<file path="src/rtl/rbcp_regfile_if.sv">
// RBCP register bus: one address/data beat per access, single-cycle ack.
interface rbcp_if;
    logic [31:0] addr;
    logic        we;
    logic [7:0]  wd;
    logic        re;
    logic [7:0]  rd;
    logic        ack;

    modport slave  (input addr, we, wd, re, output rd, ack);
    modport master (output addr, we, wd, re, input rd, ack);
endinterface

</file>
<file path="src/rtl/rbcp_regfile.sv">
// Byte-wide RBCP register file with per-register mode (RW, RO, PULSE, W1C).
// An access is sampled on one edge and acked in the following cycle; writes
// take effect at the end of the ack cycle, so reads issued back-to-back see
// the pending write through a forwarding path.
module rbcp_regfile #(
    parameter logic [31:0]         BASE_ADDR = 32'h0000_0000,
    parameter int                  N_REGS    = 8,
    parameter logic [2*N_REGS-1:0] MODE      = '0,
    parameter logic [8*N_REGS-1:0] INIT      = '0
) (
    input  logic                clk,
    input  logic                rst,
    rbcp_if.slave               rbcp_in,
    output logic [8*N_REGS-1:0] reg_q,
    output logic [8*N_REGS-1:0] pulse_q,
    input  logic [8*N_REGS-1:0] hw_in,
    output logic                addr_err
);

    localparam int         IW      = (N_REGS > 1) ? $clog2(N_REGS) : 1;
    localparam logic [1:0] M_RW    = 2'd0;
    localparam logic [1:0] M_RO    = 2'd1;
    localparam logic [1:0] M_PULSE = 2'd2;

    logic [31:0]         off;
    logic                in_range;
    logic                acc;
    logic                acc_wr;
    logic [IW-1:0]       acc_idx;
    logic                ack_q;
    logic                err_q;
    logic [7:0]          rd_q;
    logic                wr_pend_q;
    logic [IW-1:0]       wr_idx_q;
    logic [7:0]          wr_data_q;
    logic [8*N_REGS-1:0] pulse_d;
    logic [7:0]          rv [N_REGS];

    assign off      = rbcp_in.addr - BASE_ADDR;
    assign in_range = (rbcp_in.addr >= BASE_ADDR) && (off < 32'(N_REGS));
    assign acc      = rbcp_in.re | rbcp_in.we;
    assign acc_wr   = rbcp_in.we & ~rbcp_in.re & in_range;
    assign acc_idx  = off[IW-1:0];

    for (genvar i = 0; i < N_REGS; i++) begin : g_reg
        logic [7:0] byte_q;
        logic [7:0] byte_d;
        logic [7:0] rdv;
        logic [7:0] hw;
        logic       hit;

        assign hw  = hw_in[8*i +: 8];
        assign hit = wr_pend_q && (wr_idx_q == IW'(i));

        // Next state and read view; a read sees a pending write but not this cycle's hw set
        always_comb begin
            byte_d = byte_q;
            rdv    = byte_q;
            case (MODE[2*i +: 2])
                M_RW: begin
                    if (hit) byte_d = wr_data_q;
                    rdv = byte_d;
                end
                M_RO: begin
                    byte_d = hw;
                    rdv    = hw;
                end
                M_PULSE: begin
                    byte_d = 8'h00;
                    rdv    = 8'h00;
                end
                default: begin
                    rdv    = hit ? (byte_q & ~wr_data_q) : byte_q;
                    byte_d = rdv | hw;
                end
            endcase
        end

        // Register byte; only RW registers carry a non-zero reset value
        always_ff @(posedge clk) begin
            if (rst) byte_q <= (MODE[2*i +: 2] == M_RW) ? INIT[8*i +: 8] : 8'h00;
            else     byte_q <= byte_d;
        end

        assign reg_q[8*i +: 8] = byte_q;
        assign rv[i]           = rdv;
    end

    // Strobe for a write to a PULSE register, presented during the ack cycle
    always_comb begin
        pulse_d = '0;
        if (acc_wr && (MODE[2*acc_idx +: 2] == M_PULSE))
            pulse_d[8*acc_idx +: 8] = rbcp_in.wd;
    end

    // Access stage: capture ack/error, read data and the write to apply next edge
    always_ff @(posedge clk) begin
        if (rst) begin
            ack_q     <= 1'b0;
            err_q     <= 1'b0;
            rd_q      <= 8'h00;
            pulse_q   <= '0;
            wr_pend_q <= 1'b0;
            wr_idx_q  <= '0;
            wr_data_q <= 8'h00;
        end else begin
            ack_q     <= acc & in_range;
            err_q     <= acc & ~in_range;
            pulse_q   <= pulse_d;
            wr_pend_q <= acc_wr;
            wr_idx_q  <= acc_idx;
            wr_data_q <= rbcp_in.wd;
            if (acc && in_range && rbcp_in.re) rd_q <= rv[acc_idx];
        end
    end

    // Reset arriving in the ack cycle abandons the access, so the ack is masked too
    assign rbcp_in.ack = ack_q & ~rst;
    assign rbcp_in.rd  = rd_q;
    assign addr_err    = err_q;

endmodule
</file>
<file path="src/flat_wrapper.sv">
// flat-port wrapper written by rule: the top's interface ports become plain ports
module rbcp_regfile_flat 
#(
    parameter logic [31:0]         BASE_ADDR = 32'h0000_0000,
    parameter int                  N_REGS    = 8,
    parameter logic [2*N_REGS-1:0] MODE      = '0,
    parameter logic [8*N_REGS-1:0] INIT      = '0
)
  (clk, rst, reg_q, pulse_q, hw_in, addr_err, rbcp_in_addr, rbcp_in_we, rbcp_in_wd, rbcp_in_re, rbcp_in_rd, rbcp_in_ack);
  rbcp_if rbcp_in_i ();
  input  logic clk;
  input  logic rst;
  output logic [8*N_REGS-1:0] reg_q;
  output logic [8*N_REGS-1:0] pulse_q;
  input  logic [8*N_REGS-1:0] hw_in;
  output logic addr_err;
  input wire logic [$bits(rbcp_in_i.addr)-1:0] rbcp_in_addr;
  input wire logic [$bits(rbcp_in_i.we)-1:0] rbcp_in_we;
  input wire logic [$bits(rbcp_in_i.wd)-1:0] rbcp_in_wd;
  input wire logic [$bits(rbcp_in_i.re)-1:0] rbcp_in_re;
  output wire logic [$bits(rbcp_in_i.rd)-1:0] rbcp_in_rd;
  output wire logic [$bits(rbcp_in_i.ack)-1:0] rbcp_in_ack;
  assign rbcp_in_i.addr = rbcp_in_addr;
  assign rbcp_in_i.we = rbcp_in_we;
  assign rbcp_in_i.wd = rbcp_in_wd;
  assign rbcp_in_i.re = rbcp_in_re;
  assign rbcp_in_rd = rbcp_in_i.rd;
  assign rbcp_in_ack = rbcp_in_i.ack;
  rbcp_regfile #(.BASE_ADDR(BASE_ADDR), .N_REGS(N_REGS), .MODE(MODE), .INIT(INIT)) u_core (.clk(clk), .rst(rst), .rbcp_in(rbcp_in_i), .reg_q(reg_q), .pulse_q(pulse_q), .hw_in(hw_in), .addr_err(addr_err));
endmodule
</file>
<file path="config.mk">
export PLATFORM = sky130hd
export DESIGN_NAME = rbcp_regfile_flat
export DESIGN_NICKNAME = d
export VERILOG_FILES = /design/src/rtl/rbcp_regfile_if.sv /design/src/rtl/rbcp_regfile.sv /design/src/flat_wrapper.sv
export SDC_FILE = /design/constraint.sdc
export NUM_CORES = 1
export LEC_CHECK = 0
export BUFFER_PORTS_ARGS = -buffer_cell sky130_fd_sc_hd__buf_2
export CAP_MARGIN = 20
export CORE_MARGIN = 5
export CORE_UTILIZATION = 37
export CTS_CLUSTER_SIZE = 8
export DETAILED_ROUTE_END_ITERATION = 7
export PLACE_DENSITY = 0.64
export SLEW_MARGIN = 20
export SYNTH_ARGS = -nofsm -noshare
export SYNTH_HDL_FRONTEND = slang
export SYNTH_SLANG_ARGS = --single-unit
</file>
<file path="constraint.sdc">
create_clock -name clk -period 3.24 [get_ports clk]
set_clock_uncertainty 0.15 [all_clocks]
set_input_delay 0.81 -clock clk [delete_from_list [all_inputs] [get_ports clk]]
set_output_delay 0.81 -clock clk [all_outputs]
set_load 0.1 [all_outputs]
</file>
==> out/metrics.yaml, run 1 <==
run_status:
  outcome: "completed"
hold_path:
  min_to: "u_core.g_reg[4].byte_q[3]"
  worstHoldStart: "u_core.g_reg[4].byte_q[3]"
  min_path_type: "flip-flop to flip-flop"
  hold-path-cell-count: 2
route:
  drt-pass1-iter-count: 5
  drc: 0
  wl_per_cell_um: 17.1
  vias: 4344
  ant_nets: 0
  routed_via_density: 5.32
  wl_um: 14000
  drtIter0Drc: 291
critical_path:
  cp_slowest_cell: "or4b_1"
  cpPeakStageDelay_ns: 0.76
  cp_data_arrival_time_ns: 2.91
  cp_max_fo: 20
  rr_worst_depth: 5
  startpoint_type: "flip-flop"
  crit_path_end_kind: "flip-flop"
  rrSetupSlack_ns: 0.41
  path_cells: "or4b_1 > mux2i_1 > nor3_1 > or4_1 > a32o_1"
  crit_type: "flip-flop to flip-flop"
  timing.rr.end: "u_core.rbcp_in.rd[6]"
  r2r_start: "u_core.wr_pend_q"
  required_ns: 3.32
clock_tree:
  cts.sinks: 86
  path_clk_slew_ns: 0.06
  cts_buffers: 9
  cts_tree: "done"
  post_cts_resized: 0
  cts_root_buffer: "clkbuf_16"
  clock_tree.buffer_depth: 2
  hold_buffers: 0
  htreeDepth: 3
  cts_setup_buffers: 0
  clk_latency_ns: 0.34
floorplanning:
  core_um2: 12000
  rows: 40
  die_w_um: 120
  dieArea_um2: 14500
  die_h_um: 120
  start_util_pct: 37.7
  io_pins: 246
logic_synthesis:
  post_synth_num_cell_types: 61
  synth_top_cells_by_area: "dfxtp_1 38%, buf_4 11%, nand2_1 8.1%"
  ys.flop_type: "dfxtp_1"
  syn_area_per_cell_um2: 7.99
  ys_warn_count: 0
  syn_inst: 564
  synth_commonest_cells: "97 x nand2_1, 86 x dfxtp_1, 64 x buf_4"
  synth_top_area_cell: "dfxtp_1"
  synth_area_um2: 4500
  synth-seq-cells: 86
  ys_seq_area_share_pct: 38.2
  yosysTopAreaCellShare_pct: 38.2
  synthArstFlopShare_pct: 0
  synth.most_common_cell: "nand2_1"
  synth_edf_count: 0
layout:
  final_cells: 817
  nNetsFinal: 774
  design_area_um2: 5270
  layout-drive-gt1-share_pct: 23.7
  syn_to_final_growth_pct: 16.9
  diodes: 0
global_routing:
  grt_max_degree: 78
  overflow: 0
  grtUsageTotal_pct: 18.9
  grt_pass1_wl_um: 21800
  antenna_found_initial: 0
  first_global_vias: 4175
sta:
  timing.fmax_mhz: 354
  rsz0062_at_grt: "no"
  min_period_over_period_pct: 87.2
  relSlewSlack_pct: 47.0
  fin_ws_ns: 0.415
  hold_violations: 0
  max_slew.worst_pin.slew_ns: 0.794
  drv_slew: 0
  finalCriticalPeriod_ns: 2.83
  setup_viol: 0
  setup_tns_ns: 0
power:
  power.total_mw: 2.53
  ir_drop_mv: 0.237
  power_density_nw_per_um2: 480
  p_leak_nw: 2.38
placement:
  gp_congestion: 0.878
  dpl-instance-area_um2: 5000
  dp_cells: 802
  port_buffers: 117
  dpl_worst_slack_ns: 0.359
  hpwlAfterDp_um: 10400
flow_run:
  cap_violations: 0
## cell type report
type | instances | area (um2)
clock inverters | 1 | 5.00
well taps | 147 | 184
repair buffers | 139 | 751
flip-flops and latches | 86 | 1720
multi-input cells | 422 | 2310
inverters | 8 | 30.0
clock buffers | 14 | 264
fillers | 1196 | 6690
## where the power goes
part           internal [mW]  switching [mW]
registers               1.07          0.0321
logic                 0.0626           0.413
clock network          0.557           0.398
total                   1.68           0.843
## through the flow
stage	hold WS, ns	util (%)
2_1_floorplan	0.356	-
3_3_place_gp	0.305	41.8
3_5_place_dp	0.316	41.8
4_1_cts	0.324	44.0
5_1_grt	0.344	44.0
6_report	0.320	44.0
## per-layer routing
layer  up-vias  wire [um]  global-route usage (%)
met1      2045       5920                    24.7
met3        24       1100                    3.37
li1       2042          -                       -
met4         0        347                    8.43
met2       233       6600                    30.6
met5         -          0                       0
## flip-flops by register name (all words and copies together), names as in the netlist
name               count
u_core.addr_err        1
u_core.rbcp_in.rd      8
u_core.wr_data_q       8
u_core.wr_pend_q       1
u_core.ack_q           1
u_core.wr_idx_q        3
u_core.g.byte_q       64
## worst max-delay path by stage
stage | from | end | slack [ns]
floorplan | rst | rbcp_in_ack | 0.31
global placement | rbcp_in_addr[30] | u_core.rbcp_in.rd[7] | 0.39
detailed placement | rbcp_in_addr[30] | u_core.rbcp_in.rd[7] | 0.36
CTS | u_core.wr_pend_q | u_core.rbcp_in.rd[6] | 0.48
global route | u_core.wr_pend_q | u_core.rbcp_in.rd[0] | 0.24
finish | u_core.wr_pend_q | u_core.rbcp_in.rd[6] | 0.41
## worst max-delay path: cells and delay by family (launching register included)
| family | cells | cell delay (ns) |
|---|---|---|
| flops | 1 | 0.74 |
| compound gates | 1 | 0.25 |
| mux | 1 | 0.33 |
| simple gates | 3 | 1.24 |
## cell usage in the layout (no fill, tap or decap), drive strengths merged, types with 5 or more instances in the layout
master,n
nor2b,14
a31oi,5
clkbuf,14
o21ai,13
mux2i,22
conb,64
or3,5
a21oi,49
nor4,10
nor2,47
buf,139
nand2,97
nor3,13
o22ai,5
dfxtp,86
inv,7
a32o,6
## cells by family after synthesis
| group | share of synthesized area [%] |
|---|---|
| mux | 5.64 |
| simple gates | 23.2 |
| other cells | 0.0833 |
| flops | 38.2 |
| xor+xnor | 0.389 |
| buf+inv | 15.9 |
| compound gates | 16.5 |
No activity file was read; power rests on OpenSTA's default activity.
==> run 2: changes to the inputs <==
--- a/config.mk
+++ b/config.mk
@@ -7,11 +7,14 @@
 export LEC_CHECK = 0
 export BUFFER_PORTS_ARGS = -buffer_cell sky130_fd_sc_hd__buf_2
 export CAP_MARGIN = 20
+export CELL_PAD_IN_SITES_DETAIL_PLACEMENT = 1
+export CELL_PAD_IN_SITES_GLOBAL_PLACEMENT = 2
 export CORE_MARGIN = 5
-export CORE_UTILIZATION = 37
+export CORE_UTILIZATION = 24
+export CTS_BUF_LIST = sky130_fd_sc_hd__clkbuf_16
 export CTS_CLUSTER_SIZE = 8
 export DETAILED_ROUTE_END_ITERATION = 7
-export PLACE_DENSITY = 0.64
+export PLACE_DENSITY = 0.78
 export SLEW_MARGIN = 20
 export SYNTH_ARGS = -nofsm -noshare
 export SYNTH_HDL_FRONTEND = slang
==> out/metrics.yaml, run 2 (synthesized netlist as in run 1, its figures left out) <==
run_status:
  outcome: "completed"
route:
  drc: 0
  routed_via_density: 4.65
  met3_length_um: 806
  wl_per_cell_um: 17.8
  drt-pass1-iter-count: 4
  wl_um: 16200
  top_layer: "met4"
  wl_met2_um: 7900
  vias: 4240
  wl_met1_um: 7270
  drtIter0Drc: 265
  ant_nets: 0
layout:
  final_cell_mix: "117 x buf_2, 97 x nand2_1, 86 x dfxtp_1"
  top_register: "u_core.g.byte_q"
  final_core_util_pct: 29.1
  nNetsFinal: 781
  syn_to_final_growth_pct: 20.1
  layout-drive-gt1-share_pct: 24.1
  regArea_um2: 1720
  diodes: 0
  largest_register_ff_count: 64
  final_cells: 911
  fillers: 2258
  multi_input_area_um2: 2310
  final_common_cell: "buf_2"
floorplanning:
  die_h_um: 147
  start_util_pct: 24.2
  dieArea_um2: 21600
  core_um2: 18600
  rows: 50
  io_pins: 246
  die_w_um: 147
hold_path:
  worstHoldStart: "u_core.rbcp_in.rd[3]"
  min_path_type: "flip-flop to flip-flop"
critical_path:
  startpoint: "u_core.wr_pend_q"
  path_cells: "nor4bb_2 > buf_4 > mux2i_1 > nor2_1 > or4_1 > a32o_1"
  cp_slowest_cell: "dfxtp_1"
  cp_max_fo: 16
  startpoint_type: "flip-flop"
  cp_data_arrival_time_ns: 2.69
  timing.rr.end: "u_core.rbcp_in.rd[0]"
  cp-endpoint: "u_core.rbcp_in.rd[0]"
  r2r_start: "u_core.wr_pend_q"
  crit_path_end_kind: "flip-flop"
  rr_worst_depth: 6
  cpPeakStageDelay_ns: 0.66
  rrSetupSlack_ns: 0.62
  required_ns: 3.32
  crit_type: "flip-flop to flip-flop"
clock_tree:
  cts_setup_buffers: 0
  cts_root_buffer: "clkbuf_16"
  htreeDepth: 3
  clk_latency_ns: 0.33
  cts.sinks: 86
  cts_tree: "done"
  clock_tree.buffer_depth: 2
  post_cts_resized: 0
  path_clk_slew_ns: 0.06
  hold_buffers: 0
  cts_buffers: 9
global_routing:
  grt_max_degree: 50
  grt_pass1_wl_um: 24900
  grtUsageTotal_pct: 14.6
  first_global_vias: 4231
  antenna_found_initial: 0
  overflow: 0
sta:
  fin_ws_ns: 0.625
  setup_viol: 0
  relSlewSlack_pct: 56.3
  setup_tns_ns: 0
  finalCriticalPeriod_ns: 2.62
  drv_slew: 0
  hold_violations: 0
  max_slew.worst_pin.slew_ns: 0.655
  min_period_over_period_pct: 80.7
  timing.fmax_mhz: 382
  rsz0062_at_grt: "no"
power:
  p_leak_nw: 2.41
  power_density_nw_per_um2: 460
  ir_drop_mv: 0.228
placement:
  hpwlAfterDp_um: 12200
  port_buffers: 117
  gp_congestion: 0.789
  dpl_worst_slack_ns: 0.422
  dp_cells: 896
flow_run:
  cap_violations: 0
## run 2: cell types whose count changed in the layout (fill, tap and decap cells not counted)
cell      delta
clkbuf_8     -2
buf_4        +7
clkbuf_1     -3
inv_1        +2
clkinv_2     -1
clkinv_1     +4
## run 2: how the worst min path moves through the flow
stage                                           end  slack (ns)  cells past startpoint
after global routing           u_core.rbcp_in.rd[3]        0.33                      2
after CTS                      u_core.rbcp_in.rd[3]        0.32                      2
after global placement         u_core.rbcp_in.rd[3]        0.29                      2
after floorplan           u_core.g_reg[2].byte_q[4]        0.36                      2
after detailed placement       u_core.rbcp_in.rd[3]        0.30                      2
final                          u_core.rbcp_in.rd[3]        0.32                      2
## run 2: layout make-up
type	instances	share of cell area, %
Multi-Input combinational cell	422	42.8
Clock buffer	9	4.16
Sequential cell	86	31.8
Timing Repair Buffer	146	14.9
Inverter	8	0.555
Clock inverter	6	0.416
Tap cell	234	5.41
## run 2: per-layer routing
| metal | vias to the layer above | GRT usage (%) |
|---|---|---|
| met1 | 2046 | 19.4 |
| met3 | 16 | 3.27 |
| met5 | - | 0 |
| met4 | 0 | 3.87 |
| met2 | 118 | 23.9 |
| li1 | 2060 | - |
## run 2: worst max-delay path, delay by kind of cell, from the launching register on
kind                   cells  cell delay, ns
AOI/OAI and AO/OA          1            0.26
buffers and inverters      1            0.25
DFF                        1            0.66
muxes                      1            0.26
and+or+nand+nor            3            0.93
## run 2: where the power goes
group	switching [mW]	total (mW)	internal, mW	leakage (nW)
logic	0.421	0.487	0.0661	1.59
clock network	0.404	0.904	0.499	0.128
registers	0.0297	1.10	1.07	0.696
total	0.855	2.49	1.63	2.41
## run 2: per-stage QoR
stage | area [um2] | hold WS (ns) | power (mW)
2_1_floorplan | 4740 | 0.356 | 1.58
3_3_place_gp | 5160 | 0.290 | 1.60
3_5_place_dp | 5160 | 0.301 | 1.60
4_1_cts | 5410 | 0.315 | 2.52
5_1_grt | 5410 | 0.334 | 2.59
6_report | 5410 | 0.317 | 2.49
==> run 3: changes to the inputs <==
--- a/config.mk
+++ b/config.mk
@@ -10,11 +10,11 @@
 export CELL_PAD_IN_SITES_DETAIL_PLACEMENT = 1
 export CELL_PAD_IN_SITES_GLOBAL_PLACEMENT = 2
 export CORE_MARGIN = 5
-export CORE_UTILIZATION = 24
+export CORE_UTILIZATION = 21
 export CTS_BUF_LIST = sky130_fd_sc_hd__clkbuf_16
 export CTS_CLUSTER_SIZE = 8
 export DETAILED_ROUTE_END_ITERATION = 7
-export PLACE_DENSITY = 0.78
+export PLACE_DENSITY = 0.72
 export SLEW_MARGIN = 20
 export SYNTH_ARGS = -nofsm -noshare
 export SYNTH_HDL_FRONTEND = slang
==> constraint.sdc (replaced) <==
create_clock -name clk -period 2.1 [get_ports clk]
set_clock_uncertainty 0.15 [all_clocks]
set_input_delay 0.525 -clock clk [delete_from_list [all_inputs] [get_ports clk]]
set_output_delay 0.525 -clock clk [all_outputs]
set_load 0.1 [all_outputs]
==> out/metrics.yaml, run 3 (synthesized netlist as in run 1, its figures left out) <==
global_routing:
  grt_pass1_wl_um: 27000
  grt_max_degree: 53
  first_global_vias: 4762
  overflow: 0
  antenna_found_initial: 0
  grtUsageTotal_pct: 14.3
route:
  wl_per_cell_um: 17.6
  drt-pass1-iter-count: 4
  ant_nets: 0
  routed_via_density: 4.46
  drc: 0
  wl_um: 18100
  vias: 4590
  drtIter0Drc: 161
clock_tree:
  clock_tree.buffer_depth: 2
  cts_tree: "done"
  clk_latency_ns: 0.35
  htreeDepth: 3
  cts_buffers: 9
  cts.sinks: 86
  cts_root_buffer: "clkbuf_16"
  path_clk_slew_ns: 0.07
  hold_buffers: 0
sta:
  timing.fmax_mhz: 448
  setup_tns_ns: -0.394
  fin_ws_ns: -0.131
  drv_slew: 0
  hold_violations: 0
  max_slew.worst_pin.slew_ns: 0.681
  min_period_over_period_pct: 106
  finalCriticalPeriod_ns: 2.23
  rsz0062_at_grt: "yes"
  setup_viol: 5
  relSlewSlack_pct: 54.5
critical_path:
  cp_max_fo: 4
  r2r_start: "u_core.wr_idx_q[0]"
  rrSetupSlack_ns: -0.13
  required_ns: 2.20
  timing.rr.end: "u_core.rbcp_in.rd[5]"
  crit_type: "flip-flop to flip-flop"
  crit_path_end_kind: "flip-flop"
  rr_worst_depth: 8
  startpoint_type: "flip-flop"
  cp_data_arrival_time_ns: 2.33
placement:
  dp_cells: 1001
  hpwlAfterDp_um: 14000
  gp_congestion: 0.795
  port_buffers: 117
floorplanning:
  io_pins: 246
  die_w_um: 156
  start_util_pct: 21.4
  rows: 53
  die_h_um: 156
  dieArea_um2: 24500
  core_um2: 21100
run_status:
  outcome: "finished with violations"
  violations: "setup timing"
layout:
  largest_register_ff_count: 64
  diodes: 0
  final_cells: 1030
  final_common_cell: "buf_2"
  layout-drive-gt1-share_pct: 36.4
  top_register: "u_core.g.byte_q"
  nNetsFinal: 859
  final_cell_mix: "116 x buf_2, 96 x nand2_1, 95 x buf_4"
  syn_to_final_growth_pct: 41.4
flow_run:
  cap_violations: 0
hold_path:
  min_to: "u_core.wr_data_q[4]"
  worstHoldStart: "rbcp_in_wd[4]"
  min_path_type: "input port to flip-flop"
  hold-path-cell-count: 2
power:
  ir_drop_mv: 0.282
  p_leak_nw: 2.84
  power_density_nw_per_um2: 622
-- run 3: changes by cell type in the layout (fill, tap and decap cells not counted), sizes merged --
| cell | change |
|---|---|
| buf | +78 |
| inv | -2 |
| clkinv | +1 |
| clkinvlp | +1 |
-- run 3: layout make-up --
class | count | area, um2
Fill cell | 2596 | 14700
Tap cell | 275 | 344
Sequential cell | 86 | 1740
Inverter | 8 | 30.0
Timing Repair Buffer | 224 | 1480
Clock inverter | 6 | 30.0
Multi-Input combinational cell | 422 | 2520
Clock buffer | 9 | 225
-- run 3: routing by layer --
metal	track usage (%)	vias to the layer above	routed length [um]	share of wire, %
met3	3.26	17	965	5.3
li1	-	2215	-	-
met1	17.8	2234	8100	45
met5	0	-	0	0
met4	4.59	0	283	1.6
met2	24.6	124	8770	48
-- run 3: what timing repair did --
action	in CTS	in global routing
pin swaps	16	14
setup buffers	8	10
setup endpoints to repair	8	8
resized for setup	31	21
-- run 3: critical path, cell delays in order, from the launching register on --
cell      delay (ns)
dfxtp_4         0.37
buf_6           0.13
nor4bb_4        0.29
buf_6           0.17
buf_6           0.14
mux2i_4         0.24
o22ai_2         0.12
a311o_1         0.29
a32o_1          0.22
-- run 3: how the worst max path moves through the flow --
stage	endpoint	slack, ns	from
3_5_place_dp	u_core.rbcp_in.rd[6]	-0.34	u_core.wr_pend_q
6_report	u_core.rbcp_in.rd[5]	-0.13	u_core.wr_idx_q[0]
3_3_place_gp	u_core.rbcp_in.rd[5]	-0.31	u_core.wr_idx_q[0]
4_1_cts	u_core.rbcp_in.rd[0]	-0.13	u_core.wr_idx_q[2]
5_1_grt	u_core.rbcp_in.rd[5]	-0.23	u_core.wr_idx_q[0]
2_1_floorplan	u_core.rbcp_in.rd[0]	-0.06	u_core.wr_idx_q[1]
-- run 3: metrics by stage --
step / setup WS (ns) / hold slack (ns) / area (um2) / util [%] / power [mW]
final: -0.131 / 0.234 / 6370 / 30.2 / 3.96
after detailed placement: -0.338 / 0.308 / 5760 / 27.3 / 2.53
after global routing: -0.229 / 0.234 / 6370 / 30.2 / 4.11
after CTS: -0.131 / 0.223 / 6210 / 29.5 / 3.99
after floorplan: -0.0596 / 0.356 / 4770 / - / 2.44
after global placement: -0.311 / 0.294 / 5760 / 27.3 / 2.53
-- run 3: where the power goes --
part | leakage, nW | switching [mW] | total (mW) | internal [mW]
Sequential | 0.699 | 0.0351 | 1.68 | 1.64
Combinational | 2.02 | 0.692 | 0.843 | 0.151
Clock | 0.126 | 0.659 | 1.44 | 0.780
Total | 2.84 | 1.39 | 3.96 | 2.57
